**src/rtl/router_port_table.sv**
```systemverilog
`default_nettype none
// ============================================================================
//  Module   : router_port_table
//  Purpose  : Port-to-node-address lookup table for the NoC router. Loaded
//             word by word from the daisy-chained 16-bit configuration bus,
//             forwards the bus downstream once full, and serves NREAD
//             independent lookups.
//  Options  : ROUTER_PORT_TABLE_REG_OUT_EN - register each haddr lane
//             (1-cycle lookup latency, lanes reset to 0).
//  Revision : 1.0 - initial release
// ============================================================================
module router_port_table #(
   parameter int NPORTS = 5,
   parameter int WIDTH  = 8,
   parameter int NREAD  = 2,
   // Bits needed to hold NPORTS-1, never less than one.
   localparam int LOG_NPORTS = (NPORTS > 1) ? $clog2(NPORTS) : 1
) (
   input  logic                          clock,
   input  logic                          reset,
   input  logic [15:0]                   ram_config_in,
   input  logic                          ram_config_in_valid,
   output logic [15:0]                   ram_config_out,
   output logic                          ram_config_out_valid,
   input  logic                          reload,
   output logic                          config_done,
   input  logic [NREAD*LOG_NPORTS-1:0]   port_id,
   output logic [NREAD*WIDTH-1:0]        haddr
);

   localparam int WPE = (WIDTH + 15) / 16;
   localparam int WCW = (WPE > 1) ? $clog2(WPE) : 1;

   localparam logic [WCW-1:0]        c_last_word  = WCW'(WPE - 1);
   localparam logic [LOG_NPORTS-1:0] c_last_entry = LOG_NPORTS'(NPORTS - 1);
   localparam logic [LOG_NPORTS:0]   c_nports     = (LOG_NPORTS + 1)'(NPORTS);

   typedef enum logic [0:0] {
      LOAD = 1'b0,
      DONE = 1'b1
   } state_t;

   state_t                  r_state;
   state_t                  w_state_next;
   logic [WCW-1:0]          r_word_cnt;
   logic [LOG_NPORTS-1:0]   r_entry_cnt;
   logic [WPE*16-1:0]       r_asm;
   logic [WPE*16-1:0]       w_asm_next;
   logic [WIDTH-1:0]        r_table [NPORTS];

   logic w_wr_en;
   logic w_last_word;
   logic w_last_entry;
   logic w_wr_entry;

   // A word is accepted only while loading; a simultaneous reload drops it.
   assign w_wr_en      = (r_state == LOAD) && ram_config_in_valid && !reload;
   assign w_last_word  = (r_word_cnt == c_last_word);
   assign w_last_entry = (r_entry_cnt == c_last_entry);
   assign w_wr_entry   = w_wr_en && w_last_word;

   assign ram_config_out       = ram_config_in;
   assign ram_config_out_valid = ram_config_in_valid && (r_state == DONE);
   assign config_done          = (r_state == DONE);

   // Merge the incoming word into the entry being assembled, low word first.
   always_comb begin
      w_asm_next = r_asm;
      w_asm_next[{r_word_cnt, 4'b0000} +: 16] = ram_config_in;
   end

   // State register.
   always_ff @(posedge clock) begin
      if (reset) r_state <= LOAD;
      else       r_state <= w_state_next;
   end

   // Next state: finish after the last word of the last entry; reload restarts.
   always_comb begin
      w_state_next = r_state;
      case (r_state)
         LOAD: begin
            if (w_wr_entry && w_last_entry) w_state_next = DONE;
         end
         DONE: begin
            if (reload) w_state_next = LOAD;
         end
         default: w_state_next = LOAD;
      endcase
   end

   // Word and entry counters; both wrap to zero when the table completes.
   always_ff @(posedge clock) begin
      if (reset || reload) begin
         r_word_cnt  <= '0;
         r_entry_cnt <= '0;
      end else if (w_wr_en) begin
         if (w_last_word) begin
            r_word_cnt  <= '0;
            r_entry_cnt <= w_last_entry ? '0 : r_entry_cnt + 1'b1;
         end else begin
            r_word_cnt  <= r_word_cnt + 1'b1;
         end
      end
   end

   // Assembly register holds the lower words of a wide entry between beats.
   always_ff @(posedge clock) begin
      if (w_wr_en) r_asm <= w_asm_next;
   end

   // Table storage is intentionally not reset; entries persist across reloads.
   always_ff @(posedge clock) begin
      if (w_wr_entry) r_table[r_entry_cnt] <= w_asm_next[WIDTH-1:0];
   end

   for (genvar gi = 0; gi < NREAD; gi++) begin : g_read
      logic [LOG_NPORTS-1:0] w_pid;
      logic [WIDTH-1:0]      w_data;

      assign w_pid  = port_id[gi*LOG_NPORTS +: LOG_NPORTS];
      // Indices past the last entry read as zero.
      assign w_data = ({1'b0, w_pid} < c_nports) ? r_table[w_pid] : '0;

`ifdef ROUTER_PORT_TABLE_REG_OUT_EN
      logic [WIDTH-1:0] r_data;

      // Registered lookup lane.
      always_ff @(posedge clock) begin
         if (reset) r_data <= '0;
         else       r_data <= w_data;
      end

      assign haddr[gi*WIDTH +: WIDTH] = r_data;
`else
      assign haddr[gi*WIDTH +: WIDTH] = w_data;
`endif
   end

endmodule
`default_nettype wire

```
**config.mk**
```make
export PLATFORM = sky130hd
export DESIGN_NAME = router_port_table
export DESIGN_NICKNAME = d
export VERILOG_FILES = /design/src/rtl/router_port_table.sv
export SDC_FILE = /design/constraint.sdc
export NUM_CORES = 1
export LEC_CHECK = 0
export BUFFER_PORTS_ARGS = -buffer_cell sky130_fd_sc_hd__clkbuf_2
export CAP_MARGIN = 20
export CORE_MARGIN = 8
export CORE_UTILIZATION = 30
export DETAILED_ROUTE_END_ITERATION = 12
export GPL_TIMING_DRIVEN = 0
export PLACE_DENSITY = 0.49
export SLEW_MARGIN = 20
export SYNTH_ARGS = -nofsm -noshare
export SYNTH_HDL_FRONTEND = slang
export SYNTH_SLANG_ARGS = --single-unit
```
**constraint.sdc**
```tcl
create_clock -name clock -period 2 [get_ports clock]
set_input_delay 0.4 -clock clock [delete_from_list [all_inputs] [get_ports clock]]
set_output_delay 0.4 -clock clock [all_outputs]
set_load 0.05 [all_outputs]
```
# After elaboration in Yosys (flattened, before gate mapping)
# Memories as Yosys holds them, arrays and structs flattened.
# Cells that the tools add are included.
[totals]
ff_bits = 21
input_bits = 26
ram_bits = 40
elab_cells = 33
n_memories = 1
[classes]
muxes = 10
bitwise = 2
n_shift = 2
n_addsub = 3
reduce_logical = 8
n_eq_ne = 1
order_cmp = 2
[memory_table]
columns = ["memory", "words", "word_bits", "rd", "rd_ports_with_merged_regs", "write_ports", "line_no", "text"]
rows = [
  ["r_table", 5, 8, 2, 0, 1, "49", "logic [WIDTH-1:0] r_table [NPORTS];"],
]
[ops]
columns = ["cell", "n"]
rows = [
  ["$bwmux 16", 1],
  ["$mux 8", 2],
  ["$shift 16x7->16 const A", 1],
  ["$shiftx 16x7->16", 1],
  ["$neg 5->7", 1],
  ["$lt 3x3->1 const B", 2],
  ["$logic_and 1x1->1", 5],
  ["$mux 1", 5],
  ["$add 3x1->3 const B", 1],
  ["$eq 3x3->1 const B", 1],
  ["$mux 3", 1],
  ["$not 1->1", 2],
  ["$pmux 1 s2", 1],
  ["$reduce_and 2->1", 1],
  ["$add 1x1->1 const B", 1],
  ["$logic_not 1->1", 1],
  ["$logic_or 1x1->1", 1],
]

# Logic depth before layout (Yosys ltp)
[depth]
depth_word = 7
mapped_depth = 5
mapped_depth_nobuf = 5

# Worst setup path before layout
# Ideal clock, no wire load.
[synth_timing]
path_kind = "flip-flop to flip-flop"
from = "register r_state (netlist: config_done)"
to = "memory r_table[3][0], enable pin"
required_time_ps = 1630
stages_incl_launch_ff = 4
path_buffers = 0
t_arrival_ps = 1407
setup_time_ps = 370
slack_ps = 223
cell_sequence = "dfxtp_1 -> nor4b_1 -> nand2_1 -> nor2_1"
[synth_via]
elab_chain_cells = 6
[synth_lines]
columns = ["item", "line_no", "text"]
rows = [
  ["start: declaration", "43", "state_t r_state;"],
  ["start signal: assignment", "75", "else r_state <= w_state_next;"],
  ["$not 1->1", "--", ""],
  ["$logic_and 1x1->1 (2 in a row)", "57", "assign w_wr_en = (r_state == LOAD) && ram_config_in_valid && !reload;"],
  ["$logic_and 1x1->1", "60", "assign w_wr_entry = w_wr_en && w_last_word;"],
  ["$mux 1", "114", "if (w_wr_entry) r_table[r_entry_cnt] <= w_asm_next[WIDTH-1:0];"],
  ["$mux 1 (not written as such)", "114", ""],
  ["end: declaration", "49", ""],
]
# No other way between the ends.

# Worst setup path after layout
[layout_timing]
from = "input port_id[5]"
to = "output haddr[8]"
[layout_via]
elab_chain_cells = 2
[layout_lines]
columns = ["item", "line_no", "text"]
rows = [
  ["start: declaration", "27", "input logic [NREAD*LOG_NPORTS-1:0] port_id,"],
  ["$lt 3x3->1 / $mem_v2 5x8 (equally long branches)", "--", ""],
  ["$mux 8 *", "123", "assign w_data = ({1'b0, w_pid} < c_nports) ? r_table[w_pid] : '0;"],
  ["end: declaration", "28", "output logic [NREAD*WIDTH-1:0] haddr"],
]
# Every way passes the cells marked *; elsewhere a longest branch is shown, timed or not.

==> reports/metrics.cfg <==
[status]
outcome = finished clean

[cts]
cts_hold_buf = 0
cts_max_path_buffers = 2
numCtsBuffers = 5
cts_root_buffer = clkbuf_8
cts.sinks = 44
ctsHtreeMaxLevel = 2
clk_latency_ns = 0.29
path_clk_slew_ns = 0.08
cts_tree = yes

[worst_setup_path]
path_class = input pin to output port
crit_required_ns = 1.60
cp-start-kind = input pin
r2r_end = r_table[2][4]$_DFFE_PP_
worstPathCellList = clkbuf_2 -> buf_2 -> nand2_1 -> o22ai_1 -> o21a_1 -> clkbuf_2
crit_cells = 6
r2r-start = r_entry_cnt[2]$_SDFFE_PP0P_
crit_buf_inv = 3
worstPathArrival_ns = 1.45
crit_family = buffers and inverters
reg2reg_setup_slack_ns = 0.25
crit_end = haddr[8]
worstRegToRegCells = 3
crit_path_max_fanout = 10
slowest_stage = clkbuf_2
startpoint = port_id[5]
cp-end-kind = output port
slowest_delay_ns = 0.27
path_common_cell = clkbuf_2

[yosys]
synthFlopType = edfxtp_1
ys.warnings.count = 0
synth_common_cells = 40 x edfxtp_1, 34 x mux2i_1, 30 x o21ai_0, 17 x buf_4, 16 x o21a_1
syn_inst = 195
ys_types = 28
synth_area_mm2 = 0.00240
synth_edf_count = 40
synth.area.top_cells = edfxtp_1 50%, mux2i_1 14%, o21ai_0 6.3%, buf_4 5.3%, o21a_1 5.0%
syn-num-nets = 223
yosysSeqAreaShare = 0.535
yosysTopAreaCell = edfxtp_1
ys_ff_latch = 44
synth.avg_cell_area_um2 = 12.3
synth.most_common_cell = edfxtp_1
async_reset_ff_frac = 0
synth_top_area_share = 0.501

[layout]
area_delta_synth_final_pct = 22.3
nets = 276
fin_util = 0.379
multiInputGateArea_um2 = 902
drive_above_1_share = 0.365
fillers = 759
regArea_mm2 = 0.00128
n_antenna_cell = 0

[routing]
vias_per_cell = 4.61
wl_per_cell_um = 15.9
wl_mm = 5.58
drt_pass1_iterations = 4
drc_errors = 0
first_iter_violations = 49
drtAntennaViolNets = 0
num_vias = 1618

[power_and_ir_drop]
power_density_mw_per_mm2 = 796
ir_drop_mv = 0.322
leakagePower_nw = 1.18
fin_total_pwr_w = 0.00233

[timing]
rsz0062_at_grt = no
finalCriticalPeriod_ns = 1.85
tightest_slew_ns = 0.483
fin_crit_sh = 0.926
setup_viol = 0
maxSlewViolCount = 0
fmax_mhz = 540
finClkSkew_ns = 0.00914
report.final.hold_viol_count = 0
setup_tns_ns = 0
max_slew_margin = 0.674

[placed_design]
dp_hpwl_mm = 4.04
io_buffers = 46
gp_congestion = 0.732

[die]
start_util = 0.310
fp.dieW_um = 105
die_area_mm2 = 0.0111
pin_count = 60
coreArea_mm2 = 0.00773
num_rows = 32
die_y_um = 105

[global_route]
grt_pass1_vias = 1645
grt_max_degree = 15
grt_pass1_wl_mm = 8.70
grt_usage = 0.0994
grt_overflow = 0
antenna_found_initial = 0

[flow_run]
drv_cap = 0

[min_path]
min-delay-path-class = input pin to register

==> sequential cells by signal, indices dropped and copies added (netlist names) <==
name / flops
config_done: 1
r_entry_cnt: 3
r_table: 40
==> final cells by class <==
cell class / instances / area share
Sequential cell: 44 / 0.437
Multi-Input combinational cell: 118 / 0.308
Timing Repair Buffer: 46 / 0.0786
Buffer: 31 / 0.0760
Tap cell: 102 / 0.0436
Clock inverter: 3 / 0.0307
Clock buffer: 5 / 0.0235
Inverter: 2 / 0.00256
==> per-layer routing <==
| layer | routed length [um] | GRT usage | up-vias |
|---|---|---|---|
| met5 | 0 | 0 | - |
| met4 | 42 | 0.0306 | 0 |
| met3 | 342 | 0.0268 | 4 |
| met2 | 2810 | 0.173 | 47 |
| met1 | 2390 | 0.116 | 747 |
| li1 | - | - | 820 |
==> stage by stage <==
stage / cells / worst slack (ns) / hold WS, ns / cell area, um2
2_1_floorplan: 195 / 0.223 / 0.476 / 2400
3_3_place_gp: 343 / -0.342 / 0.561 / 2750
3_5_place_dp: 343 / -0.316 / 0.558 / 2750
4_1_cts: 351 / -0.138 / 0.316 / 2910
5_1_grt: 351 / 0.0470 / 0.327 / 2930
6_report: 351 / 0.147 / 0.322 / 2930
==> repair_timing <==
action                     in CTS  in global routing
resized for setup               0                  8
setup endpoints to repair      16                 23
setup buffers                   0                  0
pin swaps                       0                  0
==> placed cells by master, fill, tap and decap left out <==
cell	netlist	final
clkbuf_2	2	50
and2_1	1	1
buf_6	4	4
nor4_1	1	1
clkbuf_8	0	5
a21oi_1	2	2
buf_2	6	6
o22ai_1	1	1
edfxtp_1	40	40
nand3b_1	15	15
buf_4	17	17
a31oi_1	1	1
nor2b_1	1	1
nor2_4	0	2
and3_2	2	2
o21a_1	16	16
nor4b_1	1	1
and4_2	1	1
nor3b_4	1	1
nand2_1	2	2
inv_1	2	2
bufinv_16	0	3
o21ai_1	1	1
ha_1	2	2
nor3_1	3	3
o211a_1	1	1
o21ai_0	30	30
dfxtp_1	4	4
mux2i_1	34	34
==> how the worst min path moves through the flow <==
stage                                start                     endpoint  slack [ns]  depth (start not counted)
3_3_place_gp   r_entry_cnt[1]$_SDFFE_PP0P_  r_entry_cnt[1]$_SDFFE_PP0P_        0.56                          2
3_5_place_dp   r_entry_cnt[1]$_SDFFE_PP0P_  r_entry_cnt[1]$_SDFFE_PP0P_        0.56                          2
2_1_floorplan                       reload  r_entry_cnt[2]$_SDFFE_PP0P_        0.48                          1
6_report                             reset  r_entry_cnt[2]$_SDFFE_PP0P_        0.32                          2
4_1_cts                              reset  r_entry_cnt[1]$_SDFFE_PP0P_        0.32                          2
5_1_grt                              reset  r_entry_cnt[2]$_SDFFE_PP0P_        0.33                          2
==> logic make-up after synthesis <==
| kind of cell | after synthesis | share of synthesized area |
|---|---|---|
| AO/OA/AOI/OAI | 52 | 0.128 |
| adder cells (fa/ha/maj) | 2 | 0.0104 |
| buffers and inverters | 33 | 0.0950 |
| flip-flops | 44 | 0.535 |
| multiplexers | 34 | 0.142 |
| AND/OR/NAND/NOR | 30 | 0.0893 |
==> worst reg2reg max path, stage by stage, from the launching register on <==
cell     delay, ns
dfxtp_1       0.36
nor4b_1       0.50
nand2_1       0.23
nor2_4        0.33
==> report_power, final <==
| part | internal [W] | switching (W) |
|---|---|---|
| logic | 0.000128 | 0.000278 |
| registers | 0.00101 | 0.00000569 |
| clock network | 0.000624 | 0.000284 |
| total | 0.00176 | 0.000567 |
Power figures use the tool's default switching activity.
